===== config.mk =====
export PLATFORM = sky130hd
export DESIGN_NAME = axi_pipe_chain
export DESIGN_NICKNAME = d
export VERILOG_FILES = /design/src/rtl/axi_pipe_chain.sv
export SDC_FILE = /design/constraint.sdc
export NUM_CORES = 1
export LEC_CHECK = 0
export ABC_AREA = 1
export CAP_MARGIN = 40
export CELL_PAD_IN_SITES_DETAIL_PLACEMENT = 0
export CELL_PAD_IN_SITES_GLOBAL_PLACEMENT = 1
export CORE_ASPECT_RATIO = 0.5
export CORE_MARGIN = 2
export CORE_UTILIZATION = 39
export DETAILED_ROUTE_END_ITERATION = 16
export GPL_TIMING_DRIVEN = 0
export PLACE_DENSITY_LB_ADDON = 0.3
export RECOVER_POWER = 25
export SYNTH_ARGS = -nofsm -noshare
export SYNTH_HDL_FRONTEND = slang
export SYNTH_SLANG_ARGS = --single-unit

===== constraint.sdc =====
create_clock -name aclk_i -period 3.4 [get_ports aclk_i]
set_input_delay 0.51 -clock aclk_i [delete_from_list [all_inputs] [get_ports aclk_i]]
set_output_delay 0.51 -clock aclk_i [all_outputs]
set_load 0.02 [all_outputs]

===== src/rtl/axi_pipe_chain.sv =====
// Elastic register chain: each stage adds INC to the payload and moves beats forward under valid/ready flow control.
// Optional input skid slot enabled by defining AXI_PIPE_CHAIN_SKID_EN.
module axi_pipe_chain #(
    parameter int          DWIDTH = 8,
    parameter int          STAGES = 2,
    parameter int unsigned INC    = 1
) (
    input  logic                          aclk_i,
    input  logic                          areset_i,
    input  logic                          valid_i,
    input  logic [DWIDTH-1:0]             data_i,
    output logic                          ready_o,
    output logic                          valid_o,
    output logic [DWIDTH-1:0]             data_o,
    input  logic                          ready_i,
    output logic [$clog2(STAGES+2)-1:0]   count_o
);

    localparam int CW = $clog2(STAGES+2);
    localparam logic [DWIDTH-1:0] INC_W = DWIDTH'(INC);

    // A beat moves across an interface only on a cycle where valid and ready are both 1;
    // valid never depends on ready, and a presented beat is held until it is taken.
    logic [STAGES-1:0] stage_valid;
    logic [DWIDTH-1:0] stage_data [STAGES];
    logic [STAGES-1:0] stage_ready;
    logic [STAGES-1:0] src_valid;
    logic [DWIDTH-1:0] src_data [STAGES];
    logic              in_valid;
    logic [DWIDTH-1:0] in_data;
    logic              in_xfer;
    logic              out_xfer;
    logic [CW-1:0]     count_q;

    // Stage k can load if it or any later stage has a hole, or the sink is taking a beat.
    always_comb begin
        stage_ready = '0;
        for (int k = 0; k < STAGES; k++) begin
            stage_ready[k] = ready_i;
            for (int j = k; j < STAGES; j++) begin
                if (!stage_valid[j]) stage_ready[k] = 1'b1;
            end
        end
    end

    always_comb begin
        src_valid = '0;
        for (int k = 0; k < STAGES; k++) src_data[k] = '0;
        src_valid[0] = in_valid;
        src_data[0]  = in_data;
        for (int k = 1; k < STAGES; k++) begin
            src_valid[k] = stage_valid[k-1];
            src_data[k]  = stage_data[k-1];
        end
    end

`ifdef AXI_PIPE_CHAIN_SKID_EN
    logic              skid_valid;
    logic [DWIDTH-1:0] skid_data;

    assign ready_o  = ~skid_valid;
    assign in_valid = skid_valid | valid_i;
    assign in_data  = skid_valid ? skid_data : data_i;

    // The slot catches the beat accepted on a cycle where stage 0 is blocked.
    always_ff @(posedge aclk_i) begin
        if (areset_i) begin
            skid_valid <= 1'b0;
            skid_data  <= '0;
        end else if (skid_valid) begin
            if (stage_ready[0]) skid_valid <= 1'b0;
        end else if (valid_i && !stage_ready[0]) begin
            skid_valid <= 1'b1;
            skid_data  <= data_i;
        end
    end
`else
    assign ready_o  = stage_ready[0];
    assign in_valid = valid_i;
    assign in_data  = data_i;
`endif

    assign in_xfer  = valid_i & ready_o;
    assign out_xfer = valid_o & ready_i;

    // Data only loads with a valid beat so a bubble leaves the old payload in place.
    always_ff @(posedge aclk_i) begin
        if (areset_i) begin
            stage_valid <= '0;
            for (int k = 0; k < STAGES; k++) stage_data[k] <= '0;
            count_q <= '0;
        end else begin
            for (int k = 0; k < STAGES; k++) begin
                if (stage_ready[k]) begin
                    stage_valid[k] <= src_valid[k];
                    if (src_valid[k]) stage_data[k] <= src_data[k] + INC_W;
                end
            end
            count_q <= count_q + CW'(in_xfer) - CW'(out_xfer);
        end
    end

    assign valid_o = stage_valid[STAGES-1];
    assign data_o  = stage_data[STAGES-1];
    assign count_o = count_q;

endmodule


* Yosys cells after proc, flatten, opt, wreduce, memory -nomap -nowiden
Memory sizes are Yosys's and may differ from the RTL's. Cells that the tools add are included.
Word-level totals: register bits 4, logic and storage cells 27, ROM bits 0, memories kept 1, output and inout port bits 12, latch bits 0, bits of input ports 12, memory bits (writable) 16
Operators by class: equal/unequal tests 0, shifts and indexed selects 0, add/subtract/negate cells 4, $mul 0, multiplexer cells 15, bitwise operators 4, divide/modulo/power cells 0, reduce and logical (&&, ||, !) cells 0, $lt $le $gt $ge 0
Memory list:
- stage_data | words 2, width 8, rd ports 2, clocked after memory_dff 0, wr ports 2, RTL line 25 | logic [DWIDTH-1:0] stage_data [STAGES];
Operators by type and width (number):
- 8-bit by 1-bit adder with 8-bit output, second input constant | 2
- 8-bit two-way mux | 2
- 1-bit two-way mux | 13
- 2-bit by 1-bit adder with 2-bit output | 1
- 1-bit AND | 2
- 1-bit OR | 2
- 2-bit by 1-bit subtractor with 2-bit output | 1

* Depth between registers and ports, before layout
depth after elaboration 6, depth in mapped cells 10, gate-level depth less buffers 10

* Worst setup path before layout
No wires, ideal clock.
kind input -> register, from in ready_i, to reg count_q[1], in the netlist count_o[1], setup time 0.113 ns, setup slack 1.665 ns, data arrival time 1.622 ns, stages on the path 10, data required time 3.287 ns, path buffers 0, cell sequence inv_1 > nand3_2 > nand2_1 > ha_1 > inv_1 > ha_1 > xor2_1 > nand2_1 > nand2_1 > nor2_1
Between the ends: word-level cells in the longest chain between the ends 5, elaborated cells between the ends (all ways) 6, those cells by class 2 x add/sub; 2 x mux; 2 x bitwise
RTL lines:
- from (decl) | RTL line 15 | input logic ready_i,
- 1-bit two-way mux (2 in series) | RTL line 41 | if (!stage_valid[j]) stage_ready[k] = 1'b1;
- net ready_o | RTL line 12 | output logic ready_o,
- 1-bit AND | RTL line 83 | assign in_xfer = valid_i & ready_o;
- 2-bit by 1-bit adder with 2-bit output | RTL line 99 | count_q <= count_q + CW'(in_xfer) - CW'(out_xfer);
- 2-bit by 1-bit subtractor with 2-bit output | RTL line 99
- to (signal assigned) | RTL line 99
- to (decl) | RTL line 33 | logic [CW-1:0] count_q;
The timed path passes the listed nets, and every way through them passes these cells. A chain may end at the register's enable or synchronous reset.

* Worst setup path in the final report
from in ready_i, to out ready_o
Between the ends: word-level cells in the longest chain between the ends 2
RTL lines (RTL line):
- 1-bit two-way mux (2 in series) | 41
- to (decl) | 12
No other way between the ends.

==> run_results.csv <==
group,metric,value,unit
worst_setup_path,endpoint_kind,"output pin",
timing,slew_viol_final,0,
worst_setup_path,cp_data_arrival_time,1.80,ns
timing,finalCritPeriodShare,68.04,%
worst_setup_path,cpLargestDelayFamily,"buffers and inverters",
route,drt-met1-wl,792,µm
global_routing,grt_usage,12.29,%
timing,slew_headroom,74.98,%
floorplanning,start_util,41.74,%
synth,synthFlopType,"edfxtp_1",
synth,synth_top_area_cell,"edfxtp_1",
clocking,cts_made_buffers,3,
power_and_ir_drop,combPwrFrac,17.8,%
placed_design,io_buffers,23,
worst_setup_path,crit_chain,"clkdlybuf4s50_1 -> inv_1 -> nand3_1 -> clkdlybuf4s50_1",
synth,synth_edf_count,16,
finish,fin_area,1438,µm²
synth,synth_cell_types,18,
clocking,cts-root-buf,"clkbuf_8",
clocking,cts_max_level,1,
synth,syn_inst,125,
timing,final_hold_viol_count,0,
synth,yosys_warnings,0,
global_routing,grt_pass1_vias,724,
flow_run,cap_violations,0,
synth,synth_area_leaders,"edfxtp_1 44%, nand2_1 11%, dfxtp_1 7.3%",
timing,clock_skew,0.004305,ns
floorplanning,ios,24,
clocking,ctsHoldBuffers,0,
worst_setup_path,slowest_stage,"clkdlybuf4s50_1",
route,ant_nets,0,
timing,layout_min_cycle_time,2.313,ns
clocking,cts.reportedPaths.clkPinSlew,0.07,ns
worst_setup_path,crit_buf_inv,3,
synth,synth.yosys.seq_area_share,50.97,%
timing,setup_tns,0,ns
synth,avgSynthCellArea,8.798,µm²
synth,synth_top_area_share,43.69,%
clocking,cts_tree,"built",
clocking,cts_setup_buffers,0,
route,vias_per_cell,4.307,
route,route.detailed.drc,0,
placed_design,place_hpwl,1385,µm
finish,final_nets,169,
route,dr_wl_met2,839,µm
power_and_ir_drop,powerDensity,454.7,nW/µm²
power_and_ir_drop,switchingPower,0.1529,mW
global_routing,grt_pass1_wl,3077,µm
worst_setup_path,slowest_delay,0.63,ns
clocking,postCtsResizedCells,0,
route,dr.first_iter.drc_count,22,
synth,ys_top_cells_by_count,"33 x nand2_1, 18 x inv_1, 16 x edfxtp_1",
power_and_ir_drop,p_int,0.5008,mW
timing,worstMarginPinSlew,0.3743,ns
outcome,status,"complete, no violations",
global_routing,grt_max_degree,13,
placed_design,gp_congestion,0.7856,
synth,yosysMostFrequentCell,"nand2_1",
synth,async_reset_ff_share,0,%
floorplanning,floorplan.die.width,79.10,µm
route,dr.max_layer_used,"met4",
finish,drive_above_1_share,11.18,%
timing,rsz0062_at_grt,"no",
floorplanning,rows,13,
power_and_ir_drop,ir_drop,0.2080,mV
floorplanning,die_y,41.55,µm
global_routing,grt_overflow,0,
power_and_ir_drop,switching_share,23.39,%
finish,antennaDiodeCount,0,
route,wl_met3,91,µm
global_routing,grt_antenna_before_repair,0,
clocking,clk_path_buf_depth,2,
route,firstDrtPassIters,4,
floorplanning,dieArea,3287,µm²
worst_setup_path,critPathRequiredTime,2.89,ns
timing,setup_viol,0,
worst_setup_path,crit_path_start_kind,"input port",
power_and_ir_drop,leakagePower,0.6360,nW
power_and_ir_drop,power_frac_seq,46.2,%
worst_setup_path,crit_top_cell,"clkdlybuf4s50_1",
synth,syn_area,1100,µm²
finish,syn2layout_area_growth,30.72,%
placed_design,dpl_cell_area,1376,µm²
route,wl_per_cell,9.233,µm
route,dr_total_vias,814,
synth,synth-seq-cells,20,
route,drt_wl_total,1745,µm
clocking,cts_sinks,20,
timing,fmax,0.4323,GHz
power_and_ir_drop,clkPwrFrac,36.0,%
worst_setup_path,path_class,"input port to output pin",
floorplanning,core,2635,µm²
min_path,hp-class,"register to register",
worst_setup_path,critical_path_peak_fanout,4,
clocking,clock_latency,0.26,ns
synth,syn-num-nets,141,
[kinds of logic after synthesis]
group,Yosys count,synth area share (%)
AOI/OAI and AO/OA,6,2.958
DFF,20,50.97
adders and majority gates,4,4.551
buffers and inverters,21,7.850
xor gates and xnor gates,7,5.575
and+or+nand+nor,67,28.10
[cells in the final DEF (no fill, tap or decap)]
master / n
dfxtp_1: 4
dlygate4sd3_1: 1
xnor2_1: 2
nor2_2: 9
inv_2: 1
inv_1: 19
bufinv_16: 1
buf_6: 1
nand3_1: 9
nand3_2: 1
clkbuf_8: 3
o21ai_0: 3
ha_1: 4
nand2_1: 35
a21oi_1: 2
clkdlybuf4s50_1: 22
xor2_1: 5
nor2_1: 12
edfxtp_1: 16
o21bai_1: 1
nor2_4: 1
[through the flow]
stage	hold slack (ns)	utilization [%]	cells	setup WS (ns)	power [mW]
floorplan	0.4806	-	125	1.665	0.3757
detailed placement	0.5299	52.23	185	1.127	0.4267
global placement	0.5158	52.23	185	1.135	0.4246
global route	0.5906	54.56	189	1.051	0.6847
finish	0.5304	54.56	189	1.087	0.6536
CTS	0.5427	54.94	189	1.127	0.6602
[registers in the layout (all words and copies together) (netlist names)]
name,cells
stage_data,16
count_o,2
stage_valid,2
[area by class of cell]
| class | count | area [µm²] |
|---|---|---|
| Buffer | 1 | 11.26 |
| Inverter | 20 | 75.07 |
| Sequential cell | 20 | 560.5 |
| Multi-Input combinational cell | 84 | 442.9 |
| Timing Repair Buffer | 23 | 230.2 |
| Clock buffer | 3 | 41.29 |
| Fill cell | 244 | 1197 |
| Tap cell | 37 | 46.29 |
| Clock inverter | 1 | 30.03 |
[worst register-to-register path: stages (launching register included)]
cell and delay, ns:
dfxtp_1 0.39, nand3_1 0.17, nand2_1 0.15, ha_1 0.24, inv_1 0.05, ha_1 0.14, xor2_1 0.18, nand2_1 0.07
nand2_1 0.06, nor2_1 0.04
[power groups by stage]
stage	clock network, mW	logic, mW	registers (mW)
CTS	0.238	0.119	0.303
global placement	0	0.117	0.307
finish	0.235	0.117	0.302
floorplan	0	0.0531	0.323
global route	0.249	0.131	0.305
detailed placement	0	0.119	0.308
[path summary, 6_finish.rpt]
path | depth (start not counted) | to | slack, ns | from
max | 4 | ready_o | 1.09 | ready_i
min | 2 | stage_valid[1]$_SDFFE_PP0N_ | 0.53 | stage_valid[0]$_SDFFE_PP0P_
max reg2reg | 9 | count_o[1]$_SDFF_PP0_ | 1.80 | stage_valid[1]$_SDFFE_PP0N_
min reg2reg | 2 | stage_valid[1]$_SDFFE_PP0N_ | 0.53 | stage_valid[0]$_SDFFE_PP0P_
[metal layers]
| metal | up-vias | GRT usage (%) |
|---|---|---|
| met3 | 4 | 4.565 |
| li1 | 445 | - |
| met2 | 18 | 21.02 |
| met4 | 0 | 3.103 |
| met1 | 347 | 14.78 |
| met5 | - | 0 |
(Power assumes the default switching activity.)
